$ cat src/rtl/riscv_pkg.sv
// riscv_pkg: shared constants for the load/store unit.
//   OPC_LOAD / OPC_STORE : major opcodes accepted by the LSU
//   F3_*                 : func3 access size/sign encodings
//   lsu_state_t          : LSU control FSM states
package riscv_pkg;
  localparam logic [6:0] OPC_LOAD  = 7'h03;
  localparam logic [6:0] OPC_STORE = 7'h23;

  localparam logic [2:0] F3_B  = 3'b000;
  localparam logic [2:0] F3_H  = 3'b001;
  localparam logic [2:0] F3_W  = 3'b010;
  localparam logic [2:0] F3_BU = 3'b100;
  localparam logic [2:0] F3_HU = 3'b101;

  typedef enum logic [1:0] {
    IDLE    = 2'd0,
    REQ     = 2'd1,
    WAIT_RD = 2'd2,
    DONE    = 2'd3
  } lsu_state_t;
endpackage

$ cat src/rtl/lsu_align.sv
// lsu_align: combinational lane steering for the LSU.
// Ports:
//   st_func3_i, st_off_i, st_data_i -> be_o, wdata_o  (store side)
//   ld_func3_i, ld_off_i, ld_data_i -> ld_result_o    (load side)
// Offsets are byte offsets within the 32-bit word, already forced aligned
// by the caller where alignment is not trapped.
module lsu_align
  import riscv_pkg::*;
(
  input  logic [2:0]  st_func3_i,
  input  logic [1:0]  st_off_i,
  input  logic [31:0] st_data_i,
  output logic [3:0]  be_o,
  output logic [31:0] wdata_o,
  input  logic [2:0]  ld_func3_i,
  input  logic [1:0]  ld_off_i,
  input  logic [31:0] ld_data_i,
  output logic [31:0] ld_result_o
);
  logic [31:0] ld_shift;

  // Store: byte enables follow the size, data is replicated so whichever
  // lane is enabled already carries the right bytes.
  always_comb begin
    be_o    = 4'hF;
    wdata_o = st_data_i;
    case (st_func3_i[1:0])
      2'b00: begin
        be_o    = 4'b0001 << st_off_i;
        wdata_o = {4{st_data_i[7:0]}};
      end
      2'b01: begin
        be_o    = 4'b0011 << {st_off_i[1], 1'b0};
        wdata_o = {2{st_data_i[15:0]}};
      end
      default: begin
        be_o    = 4'hF;
        wdata_o = st_data_i;
      end
    endcase
  end

  // Load: bring the addressed lane down to bit 0, then extend.
  always_comb begin
    ld_shift    = ld_data_i >> {ld_off_i, 3'b000};
    ld_result_o = 32'h0;
    case (ld_func3_i)
      F3_B:    ld_result_o = {{24{ld_shift[7]}}, ld_shift[7:0]};
      F3_BU:   ld_result_o = {24'h0, ld_shift[7:0]};
      F3_H:    ld_result_o = {{16{ld_shift[15]}}, ld_shift[15:0]};
      F3_HU:   ld_result_o = {16'h0, ld_shift[15:0]};
      F3_W:    ld_result_o = ld_data_i;
      default: ld_result_o = 32'h0;
    endcase
  end
endmodule

$ cat src/rtl/load_store_unit.sv
// load_store_unit: single-outstanding RV32 load/store unit.
// Ports:
//   clk, rst                 clock, synchronous active-high reset
//   req_*_i / req_ready_o    core request (opcode, func3, address, store data)
//   mem_*_o / mem_ready_i    word-aligned memory request with byte enables
//   mem_rvalid_i/rdata_i     read return
//   rsp_valid_o, rdata_o     one-cycle completion with extended load data
//   err_o, misalign_o        illegal / misaligned status, valid with rsp
// Build option: define LSU_MISALIGN_TRAP_EN to report misaligned halfword
// and word accesses instead of silently aligning them.
module load_store_unit
  import riscv_pkg::*;
#(
  parameter int DW = 32
) (
  input  logic          clk,
  input  logic          rst,
  input  logic          req_valid_i,
  output logic          req_ready_o,
  input  logic [6:0]    opcode_i,
  input  logic [2:0]    func3_i,
  input  logic [DW-1:0] addr_i,
  input  logic [DW-1:0] wdata_i,
  output logic          mem_valid_o,
  input  logic          mem_ready_i,
  output logic          mem_we_o,
  output logic [DW-1:0] mem_addr_o,
  output logic [3:0]    mem_be_o,
  output logic [DW-1:0] mem_wdata_o,
  input  logic          mem_rvalid_i,
  input  logic [DW-1:0] mem_rdata_i,
  output logic          rsp_valid_o,
  output logic [DW-1:0] rdata_o,
  output logic          err_o,
  output logic          misalign_o
);
  lsu_state_t    state_q, state_d;
  logic [DW-1:0] addr_q, addr_d;
  logic [3:0]    be_q, be_d;
  logic [DW-1:0] wdata_q, wdata_d;
  logic          we_q, we_d;
  logic [2:0]    func3_q, func3_d;
  logic [1:0]    off_q, off_d;
  logic [DW-1:0] rdata_q, rdata_d;
  logic          err_q, err_d;
  logic          mis_q, mis_d;

  logic          is_load, is_store, illegal, mis_raw, mis_req;
  logic [1:0]    off_req;
  logic [3:0]    be_req;
  logic [DW-1:0] wdata_req, ld_res;

  assign is_load  = (opcode_i == OPC_LOAD);
  assign is_store = (opcode_i == OPC_STORE);
  assign illegal  = !((is_load && (func3_i inside {F3_B, F3_H, F3_W, F3_BU, F3_HU})) ||
                      (is_store && (func3_i inside {F3_B, F3_H, F3_W})));
  assign mis_raw  = ((func3_i[1:0] == 2'b01) && addr_i[0]) ||
                    ((func3_i[1:0] == 2'b10) && (addr_i[1:0] != 2'b00));

`ifdef LSU_MISALIGN_TRAP_EN
  assign mis_req = mis_raw && !illegal;
  assign off_req = addr_i[1:0];
`else
  // Offending low bits are dropped so the access lands on its natural boundary.
  assign mis_req = 1'b0;
  always_comb begin
    case (func3_i[1:0])
      2'b00:   off_req = addr_i[1:0];
      2'b01:   off_req = {addr_i[1], 1'b0};
      default: off_req = 2'b00;
    endcase
  end
`endif

  // Store steering is evaluated on the live request; load extraction on the
  // registered access with the returning read word.
  lsu_align u_align (
    .st_func3_i  (func3_i),
    .st_off_i    (off_req),
    .st_data_i   (wdata_i),
    .be_o        (be_req),
    .wdata_o     (wdata_req),
    .ld_func3_i  (func3_q),
    .ld_off_i    (off_q),
    .ld_data_i   (mem_rdata_i),
    .ld_result_o (ld_res)
  );

  always_comb begin
    state_d = state_q;
    addr_d  = addr_q;
    be_d    = be_q;
    wdata_d = wdata_q;
    we_d    = we_q;
    func3_d = func3_q;
    off_d   = off_q;
    rdata_d = rdata_q;
    err_d   = err_q;
    mis_d   = mis_q;
    case (state_q)
      IDLE: begin
        if (req_valid_i) begin
          addr_d  = {addr_i[DW-1:2], 2'b00};
          be_d    = be_req;
          wdata_d = wdata_req;
          we_d    = is_store;
          func3_d = func3_i;
          off_d   = off_req;
          rdata_d = '0;
          err_d   = illegal;
          mis_d   = mis_req;
          // Faulting requests skip the memory side entirely.
          state_d = (illegal || mis_req) ? DONE : REQ;
        end
      end
      REQ: begin
        if (mem_ready_i) state_d = we_q ? DONE : WAIT_RD;
      end
      WAIT_RD: begin
        if (mem_rvalid_i) begin
          rdata_d = ld_res;
          state_d = DONE;
        end
      end
      DONE: begin
        err_d   = 1'b0;
        mis_d   = 1'b0;
        state_d = IDLE;
      end
      default: state_d = IDLE;
    endcase
  end

  always_ff @(posedge clk) begin
    if (rst) begin
      state_q <= IDLE;
      addr_q  <= '0;
      be_q    <= '0;
      wdata_q <= '0;
      we_q    <= 1'b0;
      func3_q <= '0;
      off_q   <= '0;
      rdata_q <= '0;
      err_q   <= 1'b0;
      mis_q   <= 1'b0;
    end else begin
      state_q <= state_d;
      addr_q  <= addr_d;
      be_q    <= be_d;
      wdata_q <= wdata_d;
      we_q    <= we_d;
      func3_q <= func3_d;
      off_q   <= off_d;
      rdata_q <= rdata_d;
      err_q   <= err_d;
      mis_q   <= mis_d;
    end
  end

  assign req_ready_o = (state_q == IDLE);
  assign mem_valid_o = (state_q == REQ);
  assign mem_we_o    = we_q;
  assign mem_addr_o  = addr_q;
  assign mem_be_o    = be_q;
  assign mem_wdata_o = wdata_q;
  assign rsp_valid_o = (state_q == DONE);
  assign rdata_o     = rdata_q;
  assign err_o       = err_q;
  assign misalign_o  = mis_q;
endmodule

$ cat config.mk
export PLATFORM = sky130hd
export DESIGN_NAME = load_store_unit
export DESIGN_NICKNAME = d
export VERILOG_FILES = /design/src/rtl/riscv_pkg.sv /design/src/rtl/lsu_align.sv /design/src/rtl/load_store_unit.sv
export SDC_FILE = /design/constraint.sdc
export NUM_CORES = 1
export LEC_CHECK = 0
export CORE_MARGIN = 2
export CORE_UTILIZATION = 40
export DETAILED_ROUTE_END_ITERATION = 10
export MAX_ROUTING_LAYER = met4
export PLACE_DENSITY = 0.77
export SLEW_MARGIN = 20
export SYNTH_ARGS = -nofsm -noshare
export SYNTH_HDL_FRONTEND = slang
export SYNTH_SLANG_ARGS = --single-unit
$ cat constraint.sdc
create_clock -name clk -period 4.9 [get_ports clk]
set_input_delay 0.49 -clock clk [delete_from_list [all_inputs] [get_ports clk]]
set_output_delay 0.49 -clock clk [all_outputs]
set_load 0.01 [all_outputs]
==> flow_summary.rst <==
.. list-table::
   :header-rows: 1

   * - Metric
     - Value
   * - Status
     - completed
   * - Number of enable flip-flop cells after synthesis
     - 0
   * - Clock slew seen by the registers of the worst setup and hold paths
     - ~0.07 ns
   * - Final HPWL DP
     - roughly 12000 um
   * - Max-cap viol count
     - 0
   * - Fmax
     - ~390 MHz
   * - Core Box Area
     - around 12000 sq um
   * - Area of the die
     - about 13000 sq um
   * - Peak supply drop
     - roughly 0.42 mV
   * - Power per Cell Area
     - 415 nW/um^2
   * - Post-route clock skew
     - between 0.008 and 0.009 ns
   * - Via total after detailed routing
     - approximately 5400
   * - Path type of the worst setup path
     - reg -> reg
   * - Maximum level of the CTS H-tree
     - 3
   * - WP buf/inv
     - 2
   * - DP Worst Slack
     - ~2.3 ns
   * - Total of flip-flops plus latches after synthesis
     - ~110
   * - Area Overhead vs Synth
     - 48.2%
   * - Final worst slack
     - 2.31 ns
   * - DIE WIDTH
     - about 120 um
   * - Worst flop-to-flop path startpoint
     - state_q[0]$_SDFFE_PP0P_
   * - Hold-critical path endpoint
     - mem_addr_o[30]$_SDFFE_PP0P_
   * - Die Y-Extent
     - between 100 and 150 um
   * - Worst path arrival time
     - between 2 and 3 ns
   * - Wire length of the first global-routing pass
     - about 25000 um
   * - Setup violators final
     - 0
   * - Fraction of post-synthesis cell area in the top cell type by area
     - a little over two fifths
   * - RR Endpoint
     - mem_be_o[3]$_SDFFE_PP0P_
   * - Relative slew slack
     - ~30%
   * - Post-detailed-route count of antenna-violating nets
     - 0
   * - Standard cell with the maximum stage delay on the critical path
     - and2_2
   * - Tcrit/Tclk final
     - 52.8%
   * - Number of primary I/O pins
     - 217
   * - Port Buffers
     - between 200 and 250
   * - Hold bufs inserted after CTS
     - 0
   * - Antenna diode instance count
     - 0
   * - Share of synthesized registers carrying an async set or reset
     - 0%
   * - Longest individual stage delay on the worst path
     - ~0.73 ns
   * - Synthesized area per cell
     - between 8 and 9 sq um
   * - Most common flop cell mapped by yosys
     - dfxtp_1
   * - Pin count of the biggest net entering global routing
     - roughly 100
   * - Launch instance of the worst min-delay path
     - mem_addr_o[30]$_SDFFE_PP0P_
   * - Total of cells resized after clock tree synthesis
     - 0
   * - Number of vias per cell after detailed routing
     - roughly 5.7
   * - Post-CTS setup buffer count
     - 0
   * - Type of element launching the critical path
     - flop
   * - R2r setup slk
     - around 2.3 ns
   * - Crit path max fanout
     - 46
   * - Remaining Overflow, GRT
     - 0
   * - Number of DRC markers after the initial detailed-route iteration
     - 396
   * - Final Non-Filler Cells
     - ~950
   * - Initial cell density of the core
     - between 40% and 50%
   * - Total global routing track utilization
     - 24.5%
   * - CP endpoint kind
     - flop
   * - Hold depth
     - 2
   * - CP top delay family
     - simple AND/OR/NAND/NOR gates
   * - Gate count of the mapped netlist
     - just under 600
   * - Pins over their slew limit
     - 0
   * - Fill cell count
     - roughly 1000
   * - Path type of the worst min-delay path
     - reg -> reg
   * - Average wire per cell in the routed design
     - between 15 and 20 um
   * - Post-route minimum period
     - roughly 2.6 ns
   * - Ys Warns
     - 0
   * - Hold violation count in the final report
     - 0
   * - Clock net sink count
     - around 110
   * - RSZ-0062 raised after global routing
     - no
   * - Slew at the pin closest to its max-slew limit
     - approximately 1.1 ns
   * - Number of antenna violations at the first check in global routing
     - 0
   * - Worst-path cell chain
     - inv_1, ha_1, and2_2, buf_4, nor2_1, a311oi_1
   * - Buffer cell driving the clock tree root
     - clkbuf_16
   * - Final WL
     - 16500 um
   * - Clock insertion delay at the later pin of the skew report
     - 0.35 ns
   * - Post-layout nets
     - between 800 and 900
   * - Synth unique cells
     - 51
   * - CP required
     - approximately 5.2 ns
   * - Total CTS buffers
     - 9
   * - Max Root-Sink Buffers
     - 2
   * - Number of global-route vias before repair
     - about 5100
   * - Sequential area share after synthesis
     - 42.8%
   * - Post-synth design cell area
     - 5010 sq um
   * - Cell count after placement
     - 930
   * - Worst Hold Margin
     - approximately 0.45 ns
   * - Worst Reg2Reg Path Length in Cells
     - 6
   * - 1st-pass router iterations
     - 5
   * - Remaining routing DRC violations
     - 0
   * - CTS tree
     - done
   * - Share of cells above drive strength 1
     - 4.88%
   * - Synth area leader
     - dfxtp_1
   * - Setup TNS
     - 0 ns
   * - Power Total
     - around 3.1 mW
   * - Routability congestion estimate
     - approximately 0.9
   * - Reported leakage power
     - approximately 2.5 nW
   * - Row Count
     - 40
   * - Top cells by area, synth
     - dfxtp_1 (43%), nand2_1 (11%), a21oi_1 (6.2%), mux2i_1 (5.0%), a22oi_1 (3.6%)
==> state kept, by name, summed over array words and instances, names as in the netlist <==
signal / flops
err_o: 1
state_q: 2
off_q: 2
mem_wdata_o: 32
mem_be_o: 4
func3_q: 3
rdata_o: 32
mem_we_o: 1
mem_addr_o: 30
==> Yosys cell counts (3+ instances only) <==
cell type	n
a22oi_1	24
buf_4	4
o211ai_1	8
dfxtp_1	107
a211o_1	7
a21oi_1	62
buf_2	22
nand2_1	151
clkbuf_1	14
a221o_1	8
a221oi_2	5
a221oi_1	18
nor2_1	29
ha_1	4
a311oi_1	10
mux2i_1	25
nor2b_1	10
inv_1	5
buf_6	5
o21ai_0	18
a211oi_1	17
buf_1	9
nand3_1	3
==> cell families (layout without fill, tap and decap cells) <==
kind of cell             after synthesis  after routing  share of synthesized area, %
buffers and inverters                 60            239                          6.10
flip-flops                           107            107                          42.8
AND/OR/NAND/NOR                      210            210                          17.9
AO/OA/AOI/OAI                        188            188                          26.5
other                                  1              3                        0.0749
adder cells (fa/ha/maj)                4              4                          1.00
multiplexers                          26             26                          5.45
XOR/XNOR                               1              1                         0.175
==> final cells by class <==
class                      instances  area (sq um)  area share [%]
clock buffer                      11           253            3.41
clock inverter                     5          58.8           0.792
inverter                           6          22.5           0.303
multi-input combinational        432          2570            34.6
sequential                       107          2140            28.9
tap                              168           210            2.83
timing repair buffer             217          2160            29.2
==> worst max path at each step <==
stage	start	end	slack (ns)	cells after the start
2_1_floorplan	state_q[1]$_SDFFE_PP0P_	rdata_o[10]$_SDFFE_PP0P_	3.14	7
3_3_place_gp	req_valid_i	rdata_o[11]$_SDFFE_PP0P_	2.35	6
3_5_place_dp	req_valid_i	mem_wdata_o[15]$_SDFFE_PP0P_	2.28	5
4_1_cts	state_q[0]$_SDFFE_PP0P_	mem_wdata_o[15]$_SDFFE_PP0P_	2.29	6
5_1_grt	state_q[1]$_SDFFE_PP0P_	mem_be_o[3]$_SDFFE_PP0P_	2.03	6
6_report	state_q[0]$_SDFFE_PP0P_	mem_be_o[3]$_SDFFE_PP0P_	2.31	6
==> worst reg2reg max path: stages, from the launching register on <==
cell and delay, ns:
dfxtp_1 0.33, inv_1 0.12, ha_1 0.44, and2_2 0.73, buf_4 0.54, nor2_1 0.09
a311oi_1 0.25
==> power breakdown <==
part	switching (mW)	internal, mW	total [mW]	leakage [nW]
sequential	0.120	1.01	1.13	0.875
combinational	0.652	0.528	1.18	1.53
clock	0.342	0.426	0.768	0.148
total	1.11	1.97	3.08	2.55
==> per-stage QoR <==
stage / util [%] / instance area [sq um]
2_1_floorplan: - / 5010
3_3_place_gp: 58.7 / 7100
3_5_place_dp: 58.7 / 7100
4_1_cts: 61.2 / 7420
5_1_grt: 61.3 / 7420
6_report: 61.3 / 7420
==> cell usage in the layout, fill, tap and decap left out, types with 10 or more instances in the layout <==
master,Yosys,routed
nor2_1,29,29
nand2_1,151,150
a21oi_1,62,62
a211oi_1,17,17
mux2i_1,25,25
o21ai_0,18,18
a22oi_1,24,24
a311oi_1,10,10
a221oi_1,18,18
clkdlybuf4s50_1,0,212
nor2b_1,10,10
dfxtp_1,107,106
==> per-layer routing <==
metal	global-route usage, %	part of all wire, %	vias to the layer above
li1	-	-	2490
met1	30.0	41	2511
met2	38.2	46	313
met3	5.70	9.5	42
met4	11.9	3.7	0
met5	-	0	-
Note: power is estimated with default switching activity, not from simulation.
